<file path="src/rtl/cp0_pkg.sv">
// Shared CP0 register indices, field positions and exception codes.
// Used by the M-stage CP0 controller and its request arbiter.
package cp0_pkg;

    localparam logic [4:0] REG_SR    = 5'd12;
    localparam logic [4:0] REG_CAUSE = 5'd13;
    localparam logic [4:0] REG_EPC   = 5'd14;
    localparam logic [4:0] REG_PRID  = 5'd15;

    localparam int IM_MSB   = 15;
    localparam int IM_LSB   = 10;
    localparam int SR_EXL   = 1;
    localparam int SR_IE    = 0;
    localparam int CAUSE_BD = 31;
    localparam int EXC_MSB  = 6;
    localparam int EXC_LSB  = 2;

    localparam logic [31:0] SR_WMASK   = 32'h0000_FC03;
    localparam logic [31:0] HANDLER_PC = 32'h0000_4180;

    localparam logic [4:0] EXC_INT     = 5'd0;
    localparam logic [4:0] EXC_ADEL    = 5'd4;
    localparam logic [4:0] EXC_ADES    = 5'd5;
    localparam logic [4:0] EXC_SYSCALL = 5'd8;
    localparam logic [4:0] EXC_RI      = 5'd10;
    localparam logic [4:0] EXC_OV      = 5'd12;

    // Restart address: a delay-slot instruction resumes at its branch.
    function automatic logic [31:0] epc_of(input logic [31:0] pc, input logic bd);
        return bd ? pc - 32'd4 : pc;
    endfunction

endpackage

</file>
<file path="src/rtl/cp0_req_arb.sv">
// Purpose: decide whether M takes an interrupt/exception and which ExcCode it records.
// Latency: purely combinational, zero cycles.
// Backpressure: none; EXL=1 masks every new request until eret.
module cp0_req_arb
    import cp0_pkg::*;
#(
    parameter int NUM_HWINT = 6
) (
    input  logic [NUM_HWINT-1:0] im,
    input  logic                 exl,
    input  logic                 ie,
    input  logic [NUM_HWINT-1:0] hw_int,
    input  logic [4:0]           m_exc,
    output logic                 req,
    output logic                 is_int,
    output logic [4:0]           exc_code
);

    logic int_req;
    logic exc_req;

    assign int_req  = ie & ~exl & (|(hw_int & im));
    assign exc_req  = (m_exc != EXC_INT) & ~exl;
    assign req      = int_req | exc_req;
    assign is_int   = int_req;
    // Interrupts win over a synchronous exception raised in the same cycle.
    assign exc_code = int_req ? EXC_INT : m_exc;

endmodule

</file>
<file path="src/rtl/cp0_ctrl.sv">
// Purpose: CP0 SR/Cause/EPC/PRId with mfc0/mtc0/eret and the pipeline flush request.
// Latency: req and rdata are combinational; register updates land at the next clk edge.
// Backpressure: none; a taken request drops any mtc0/eret in the same cycle.
module cp0_ctrl
    import cp0_pkg::*;
#(
    parameter logic [31:0] PRID      = 32'h2023_0007,
    parameter int          NUM_HWINT = 6
) (
    input  logic                 clk,
    input  logic                 reset,
    input  logic                 we,
    input  logic [4:0]           addr,
    input  logic [31:0]          wdata,
    output logic [31:0]          rdata,
    input  logic [31:0]          m_pc,
    input  logic                 m_bd,
    input  logic [4:0]           m_exc,
    input  logic                 m_eret,
    input  logic [NUM_HWINT-1:0] hw_int,
    output logic                 req,
    output logic [31:0]          epc_out
);

    logic [NUM_HWINT-1:0] im_q;
    logic [NUM_HWINT-1:0] ip_q;
    logic                 exl_q;
    logic                 ie_q;
    logic                 bd_q;
    logic [4:0]           exc_q;
    logic [31:0]          epc_q;

    logic                 arb_is_int;
    logic [4:0]           arb_exc;
    logic [31:0]          sr_val;
    logic [31:0]          cause_val;

    cp0_req_arb #(.NUM_HWINT(NUM_HWINT)) u_arb (
        .im       (im_q),
        .exl      (exl_q),
        .ie       (ie_q),
        .hw_int   (hw_int),
        .m_exc    (m_exc),
        .req      (req),
        .is_int   (arb_is_int),
        .exc_code (arb_exc)
    );

    always_comb begin
        sr_val                        = '0;
        sr_val[IM_LSB +: NUM_HWINT]   = im_q;
        sr_val[SR_EXL]                = exl_q;
        sr_val[SR_IE]                 = ie_q;

        cause_val                     = '0;
        cause_val[CAUSE_BD]           = bd_q;
        cause_val[IM_LSB +: NUM_HWINT] = ip_q;
        cause_val[EXC_MSB:EXC_LSB]    = exc_q;

        case (addr)
            REG_SR:    rdata = sr_val;
            REG_CAUSE: rdata = cause_val;
            REG_EPC:   rdata = epc_q;
            REG_PRID:  rdata = PRID;
            default:   rdata = '0;
        endcase
    end

    assign epc_out = epc_q;

    always_ff @(posedge clk) begin
        if (reset) begin
            im_q  <= '0;
            ip_q  <= '0;
            exl_q <= 1'b0;
            ie_q  <= 1'b0;
            bd_q  <= 1'b0;
            exc_q <= '0;
            epc_q <= '0;
        end else begin
            ip_q <= hw_int;
            if (req) begin
                exl_q <= 1'b1;
                bd_q  <= m_bd;
                exc_q <= arb_is_int ? EXC_INT : arb_exc;
                epc_q <= epc_of(m_pc, m_bd);
            end else begin
                if (m_eret) begin
                    exl_q <= 1'b0;
                end
                // Cause and PRId are read-only to software.
                if (we) begin
                    case (addr)
                        REG_SR: begin
                            im_q  <= wdata[IM_LSB +: NUM_HWINT];
                            exl_q <= wdata[SR_EXL];
                            ie_q  <= wdata[SR_IE];
                        end
                        REG_EPC: epc_q <= wdata;
                        default: ;
                    endcase
                end
            end
        end
    end

endmodule

</file>
<file path="config.mk">
export PLATFORM = sky130hd
export DESIGN_NAME = cp0_ctrl
export DESIGN_NICKNAME = d
export VERILOG_FILES = /design/src/rtl/cp0_pkg.sv /design/src/rtl/cp0_req_arb.sv /design/src/rtl/cp0_ctrl.sv
export SDC_FILE = /design/constraint.sdc
export NUM_CORES = 1
export LEC_CHECK = 0
export CORE_MARGIN = 2
export CORE_UTILIZATION = 35
export DETAILED_ROUTE_END_ITERATION = 16
export PLACE_DENSITY = 0.69
export SYNTH_ARGS = -nofsm -noshare
export SYNTH_HDL_FRONTEND = slang
export SYNTH_HIERARCHICAL = 1
export SYNTH_SLANG_ARGS = --single-unit
</file>
<file path="constraint.sdc">
create_clock -name clk -period 6.32 [get_ports clk]
set_input_delay 1.896 -clock clk [delete_from_list [all_inputs] [get_ports clk]]
set_output_delay 1.896 -clock clk [all_outputs]
set_load 0.02 [all_outputs]
</file>
==> results_dict.tcl, run 1 <==
set metrics [dict create \
    yosysMostFrequentCell "dfxtp_1" \
    power.leakage_nw 1.844 \
    pwr-share-seq 0.442 \
    fillers 867 \
    stdcell_area_um2 4971 \
    cp.required_ns 4.42 \
    drtPass1Iterations 4 \
    routedWlPerCell_um 18.48 \
    numCtsBuffers 5 \
    synth_seq_cells 52 \
    fin_crit_ns 5.759 \
    core_um2 9196 \
    cap_violations 0 \
    p_total_uw 850.5 \
    ys.flop_type "dfxtp_1" \
    crit_fanout 25 \
    outcome "complete, no violations" \
    synthesis.nets 502 \
    finalMaxSlewViolations 0 \
    antenna_found_initial 0 \
    multi_input_area_um2 2095 \
    clock_sink_count 52 \
    p_sw_uw 256.5 \
    synth_edf_count 0 \
    regToRegSetupSlack_ns 3.14 \
    worst-path-buf-inv 3 \
    fin_setup_tns_ns 0 \
    critPathKind "primary input to output port" \
    path_cells "clkdlybuf4s50_1 > nor2b_1 > buf_4 > a22oi_1 > nor2_1 > clkdlybuf4s50_1" \
    fin_ws_ns 0.5607 \
    synthTopCellsByCount "52 x dfxtp_1, 50 x nor2_1, 38 x a211oi_1, 38 x and3_1, 34 x clkbuf_1" \
    die_x_um 101.0 \
    insertion_delay_ns 0.31 \
    fin_cells 653 \
    rsz0062_at_grt "false" \
    synth.yosys.seq_area_share 0.3159 \
    cpLargestDelayFamily "buffers and inverters" \
    drive_gt1_frac 0.05904 \
    viasPerCell 5.700 \
    syn_inst 416 \
    peakVddDrop_mv 0.09748 \
    p_sw_frac 0.3016 \
    h-tree-depth 2 \
    ant_nets 0 \
    grt_max_degree 56 \
    synthArstFlopShare 0 \
    grt-ovfl-total 0 \
    timing.final.crit_share 0.9113 \
    max_slew_margin 0.3155 \
    cellInternalPower_uw 594.0 \
    cp_slowest_cell "clkdlybuf4s50_1" \
    worst_pin_slew_ns 1.024 \
    cts_setup_buffers 0 \
    grt_pass1_vias 3426 \
    dp_slack_ns 0.5772 \
    rows 35 \
    die-area_um2 10210 \
    netlist.area_leader.share 0.3159 \
    power_density_nw_per_um2 171.1 \
    io_buffers 149 \
    ys_top_cells_by_area "dfxtp_1 32%, a211oi_1 8.7%, and3_1 7.2%, nor2_1 5.7%, mux2i_1 4.3%" \
    detail_route.drc_violations 0 \
    clkPwrFrac 0.274 \
    antennaDiodeCount 0 \
    fin_skew_ns 0.01111 \
    fin_nets 627 \
    worstPathArrival_ns 3.86 \
    grt_usage 0.2315 \
    grt_pass1_wl_mm 18.72 \
    clk_pin_slew_ns 0.10 \
    cts_tree "yes" \
    yosysWarningCount 6 \
    yosysUniqueCellTypes 40 \
    ctsRootBufferMaster "clkbuf_8" \
    initial_utilization 0.3584 \
    synthToLayoutAreaGrowth_pct 50.84 \
    vias 3722 \
    final_hold_viol_count 0 \
    seq_area_um2 1041 \
    dp_hpwl_mm 8.980 \
    pwr-share-comb 0.284 \
    placed_cell_area_um2 4863 \
    timing.fmax_mhz 173.6 \
    die_h_um 101.0 \
    startpoint_type "primary input" \
    ctsHoldBuffers 0 \
    drt-total-wl_mm 12.07 \
    clk_path_buf_depth 2 \
    cp-end-kind "output port" \
    postSynthAreaPerCell_um2 7.922 \
    routabilityCongestion 0.8450 \
    synth.largest_area_cell "dfxtp_1" \
    cts_resized 0 \
    hold_class "flip-flop to flip-flop" \
    dr.first_iter.drc_count 206 \
    setup_viol 0 \
    critPathMostFrequentCell "clkdlybuf4s50_1" \
    io_pins 150 \
    syn_area_um2 3296 \
    max_stage_delay_ns 0.63 \
    place_inst 645 \
]
placed cells by master (no fill, tap or decap), types with 3 or more instances in the layout:
master,synthesis,final
clkbuf_8,0,5
a31oi_1,7,7
a22oi_1,11,11
a31o_2,4,4
a311oi_1,12,12
nand3_1,12,12
or2_2,4,4
nor3_1,5,5
mux2i_1,14,14
o31ai_1,9,9
and3_1,38,38
nor4_1,6,6
nand2_1,12,12
o31a_1,3,3
nand3b_1,4,4
clkdlybuf4s50_1,0,148
inv_1,4,4
nand4_1,5,5
nor2b_1,13,13
o21ai_0,13,13
a211oi_1,38,38
xnor2_1,9,9
and3b_1,3,3
xor2_1,4,4
nor2_1,50,50
or4_1,15,15
a21oi_1,10,10
dfxtp_1,52,52
or3_1,7,7
buf_4,0,9
cell type report:
class,count,area share
sequential,52,0.2094
timing repair buffer,159,0.3166
clock inverter,2,0.007048
inverter,4,0.003020
multi-input combinational,319,0.4213
clock buffer,6,0.01460
tap,111,0.02794
registers in the layout, indices dropped and copies added, names as in the netlist:
signal,cells
im_q,6
exc_q,5
epc_out,32
ie_q,1
ip_q,6
bd_q,1
exl_q,1
worst register-to-register path, cell delays in order (launching register included):
cell and delay (ns):
dfxtp_1 0.42, a22oi_2 0.12, a311oi_4 0.47, o21bai_4 0.21, buf_4 0.51, inv_1 0.46
nand4_1 0.54, mux2i_1 0.25, nor2_1 0.06
through the flow:
| step | util | hold slack (ns) |
|---|---|---|
| 4_1_cts | 0.5405 | 0.5121 |
| 5_1_grt | 0.5405 | 0.5303 |
| 6_report | 0.5405 | 0.5096 |
| 3_5_place_dp | 0.5288 | 0.4895 |
| 3_3_place_gp | 0.5288 | 0.4891 |
| 2_1_floorplan | - | 0.4594 |
cell families after synthesis:
| logic type | synth area share |
|---|---|
| AND/OR/NAND/NOR | 0.3014 |
| adder cells (fa/ha/maj) | 0.003796 |
| flip-flops | 0.3159 |
| AO/OA/AOI/OAI | 0.2498 |
| multiplexers | 0.04252 |
| XOR/XNOR | 0.03455 |
| buffers and inverters | 0.05201 |
routing by layer:
metal | up-vias | part of all wire | track usage
met5 | - | 0 | 0
met2 | 155 | 0.45 | 0.3672
met4 | 0 | 0.0091 | 0.04262
li1 | 1832 | - | -
met3 | 8 | 0.069 | 0.03190
met1 | 1727 | 0.47 | 0.3373
power groups by stage:
stage	Clock [mW]	Combinational, mW	Sequential [mW]
after global placement	0	0.238	0.383
after floorplan	0	0.0884	0.398
after global routing	0.250	0.259	0.379
after CTS	0.236	0.241	0.375
final	0.233	0.241	0.376
after detailed placement	0	0.240	0.383
final timing paths:
kind                  from  cells after the start       end
setup / recovery   addr[1]                      6  rdata[3]
hold / removal    exc_q[3]                      2  exc_q[3]
setup reg to reg   im_q[1]                      8   im_q[0]
hold reg to reg   exc_q[3]                      2  exc_q[3]
Note: power is estimated with default switching activity, not from simulation.
==> run 2: changes to the inputs <==
--- a/config.mk
+++ b/config.mk
@@ -5,10 +5,11 @@
 export SDC_FILE = /design/constraint.sdc
 export NUM_CORES = 1
 export LEC_CHECK = 0
-export CORE_MARGIN = 2
+export CORE_ASPECT_RATIO = 0.6
 export CORE_UTILIZATION = 35
 export DETAILED_ROUTE_END_ITERATION = 16
 export PLACE_DENSITY = 0.69
+export RECOVER_POWER = 50
 export SYNTH_ARGS = -nofsm -noshare
 export SYNTH_HDL_FRONTEND = slang
 export SYNTH_HIERARCHICAL = 1
==> run 2 against run 1 <==
The flow now finishes with violations (capacitance limit, slew limit). Final cell count increased by 3.1%. Non-clock buffer count up 1. Fmax fell by 2.5%. Sequential power is essentially flat. Sequential cell count did not move. Combinational power fell by 2%. Utilization grew 0.91 points. Critical path depth is the same. Critical path type unchanged. Register-to-register slack lost 0.09 ns. Sequential share of layout area down 0.26 points. Highest routed layer unchanged.
==> results_dict.tcl, run 2 (synthesis results as in run 1) <==
set metrics [dict create \
    outcome "complete, but fails checks" \
    violations "capacitance limit, slew limit" \
    fin_ws_ns 0.4119 \
    power_density_nw_per_um2 176.3 \
    final_hold_viol_count 0 \
    peakVddDrop_mv 0.1101 \
    power.leakage_nw 1.928 \
    antennaDiodeCount 0 \
    die_h_um 77.17 \
    fin_util 0.5497 \
    stdcell_area_um2 5032 \
    critPathKind "primary input to output port" \
    initial_utilization 0.3600 \
    p_sw_uw 260.8 \
    insertion_delay_ns 0.29 \
    timing.fmax_mhz 169.3 \
    drt-total-wl_mm 12.06 \
    cp-end-kind "output port" \
    routedWlPerCell_um 17.92 \
    viasPerCell 5.655 \
    antenna_found_initial 0 \
    core_um2 9155 \
    finalMaxSlewViolations 53 \
    die_x_um 127.3 \
    fin_nets 628 \
    p_total_uw 887.0 \
    grt_pass1_vias 3476 \
    dr.first_iter.drc_count 220 \
    clk_path_buf_depth 2 \
    cp.required_ns 4.42 \
    drtPass1Iterations 5 \
    cap_violations 1 \
    cts_setup_buffers 0 \
    grt-ovfl-total 0 \
    clkPwrFrac 0.313 \
    rows 27 \
    placed_cell_area_um2 4885 \
    worstPathArrival_ns 4.01 \
    grt_max_degree 56 \
    die-area_um2 9821 \
    worst-path-buf-inv 3 \
    pwr-share-seq 0.423 \
    max_stage_delay_ns 0.73 \
    setup_viol 0 \
    detail_route.drc_violations 0 \
    max_slew_margin -0.6627 \
    ant_nets 0 \
    dp_hpwl_mm 8.913 \
    layout_common_cells "115 x clkdlybuf4s50_1, 52 x dfxtp_1, 50 x nor2_1" \
    vias 3806 \
    largest_reg_flops 32 \
    clk_pin_slew_ns 0.07 \
    numCtsBuffers 5 \
    dp_slack_ns 0.4694 \
    p_sw_frac 0.2941 \
    cts_resized 0 \
    routabilityCongestion 0.8624 \
    fillers 849 \
    io_buffers 149 \
    cts_tree "yes" \
    synthToLayoutAreaGrowth_pct 52.70 \
    timing.final.crit_share 0.9348 \
    pwr-share-comb 0.265 \
    rsz0062_at_grt "false" \
    drive_gt1_frac 0.06262 \
    crit_fanout 11 \
    io_pins 150 \
    worst_pin_slew_ns 2.494 \
    clock_sink_count 52 \
    grt_usage 0.2403 \
    grt_pass1_wl_mm 18.59 \
    cp_slowest_cell "dlygate4sd3_1" \
    startpoint_type "primary input" \
    fin_skew_ns 0.006679 \
    cellInternalPower_uw 626.1 \
    cpLargestDelayFamily "buffers and inverters" \
    fin_setup_tns_ns 0 \
    ctsRootBufferMaster "clkbuf_16" \
    h-tree-depth 2 \
    path_cells "dlygate4sd3_1 > buf_4 > nor2_1 > nand2_1 > a21oi_1 > clkdlybuf4s50_1" \
    hold_class "flip-flop to flip-flop" \
    fin_crit_ns 5.908 \
    final_common_cell "clkdlybuf4s50_1" \
    ctsHoldBuffers 0 \
]
run 2: cell count changes in the layout (fill, tap and decap cells not counted):
cell,before,now
clkbuf_8,5,1
buf_12,1,0
dlygate4sd3_1,0,33
nor2b_1,13,12
nor2b_2,0,1
bufinv_16,1,0
buf_4,9,11
buf_2,1,0
clkbuf_16,0,5
clkdlybuf4s50_1,148,115
clkinv_2,1,2
run 2: path summary, 6_finish.rpt:
path | start | end | slack [ns] | cells past startpoint
min | bd_q | bd_q | 0.51 | 2
max | addr[0] | rdata[1] | 0.41 | 6
max reg2reg | im_q[1] | im_q[5] | 3.05 | 8
min reg2reg | bd_q | bd_q | 0.51 | 2
run 2: layout make-up:
class | instances | area [um^2] | area share
Clock inverter | 2 | 10.01 | 0.001989
Tap cell | 130 | 162.7 | 0.03232
Clock buffer | 6 | 138.9 | 0.02760
Inverter | 4 | 15.01 | 0.002984
Sequential cell | 52 | 1041 | 0.2069
Multi-Input combinational cell | 319 | 2097 | 0.4167
Timing Repair Buffer | 160 | 1568 | 0.3115
run 2: through the flow:
stage                     hold slack, ns  std cells
after floorplan                   0.4594        416
after global placement            0.4988        665
after detailed placement          0.5002        665
after CTS                         0.5191        673
after global routing              0.5278        673
final                             0.5150        673
run 2: per-layer routing:
layer | track usage | vias up | routed length, um | share of wire
li1 | - | 1829 | - | -
met1 | 0.3518 | 1813 | 5985 | 0.50
met2 | 0.3530 | 160 | 4962 | 0.41
met3 | 0.06839 | 4 | 1087 | 0.090
met4 | 0.02857 | 0 | 28 | 0.0023
met5 | 0 | - | 0 | 0
run 2: power by group through the flow:
stage	combinational (mW)	clock, mW	sequential (mW)
6_report	0.235	0.277	0.375
5_1_grt	0.251	0.301	0.378
4_1_cts	0.241	0.285	0.375
3_5_place_dp	0.239	0	0.382
3_3_place_gp	0.237	0	0.382
2_1_floorplan	0.0884	0	0.398
run 2: worst reg2reg max path, cell delays in order (launching register included):
cell      delay (ns)
dfxtp_1         0.37
a22oi_2         0.12
a311oi_4        0.50
o21bai_4        0.22
buf_4           0.49
inv_1           0.49
nand4_1         0.53
mux2i_1         0.26
nor2_1          0.06
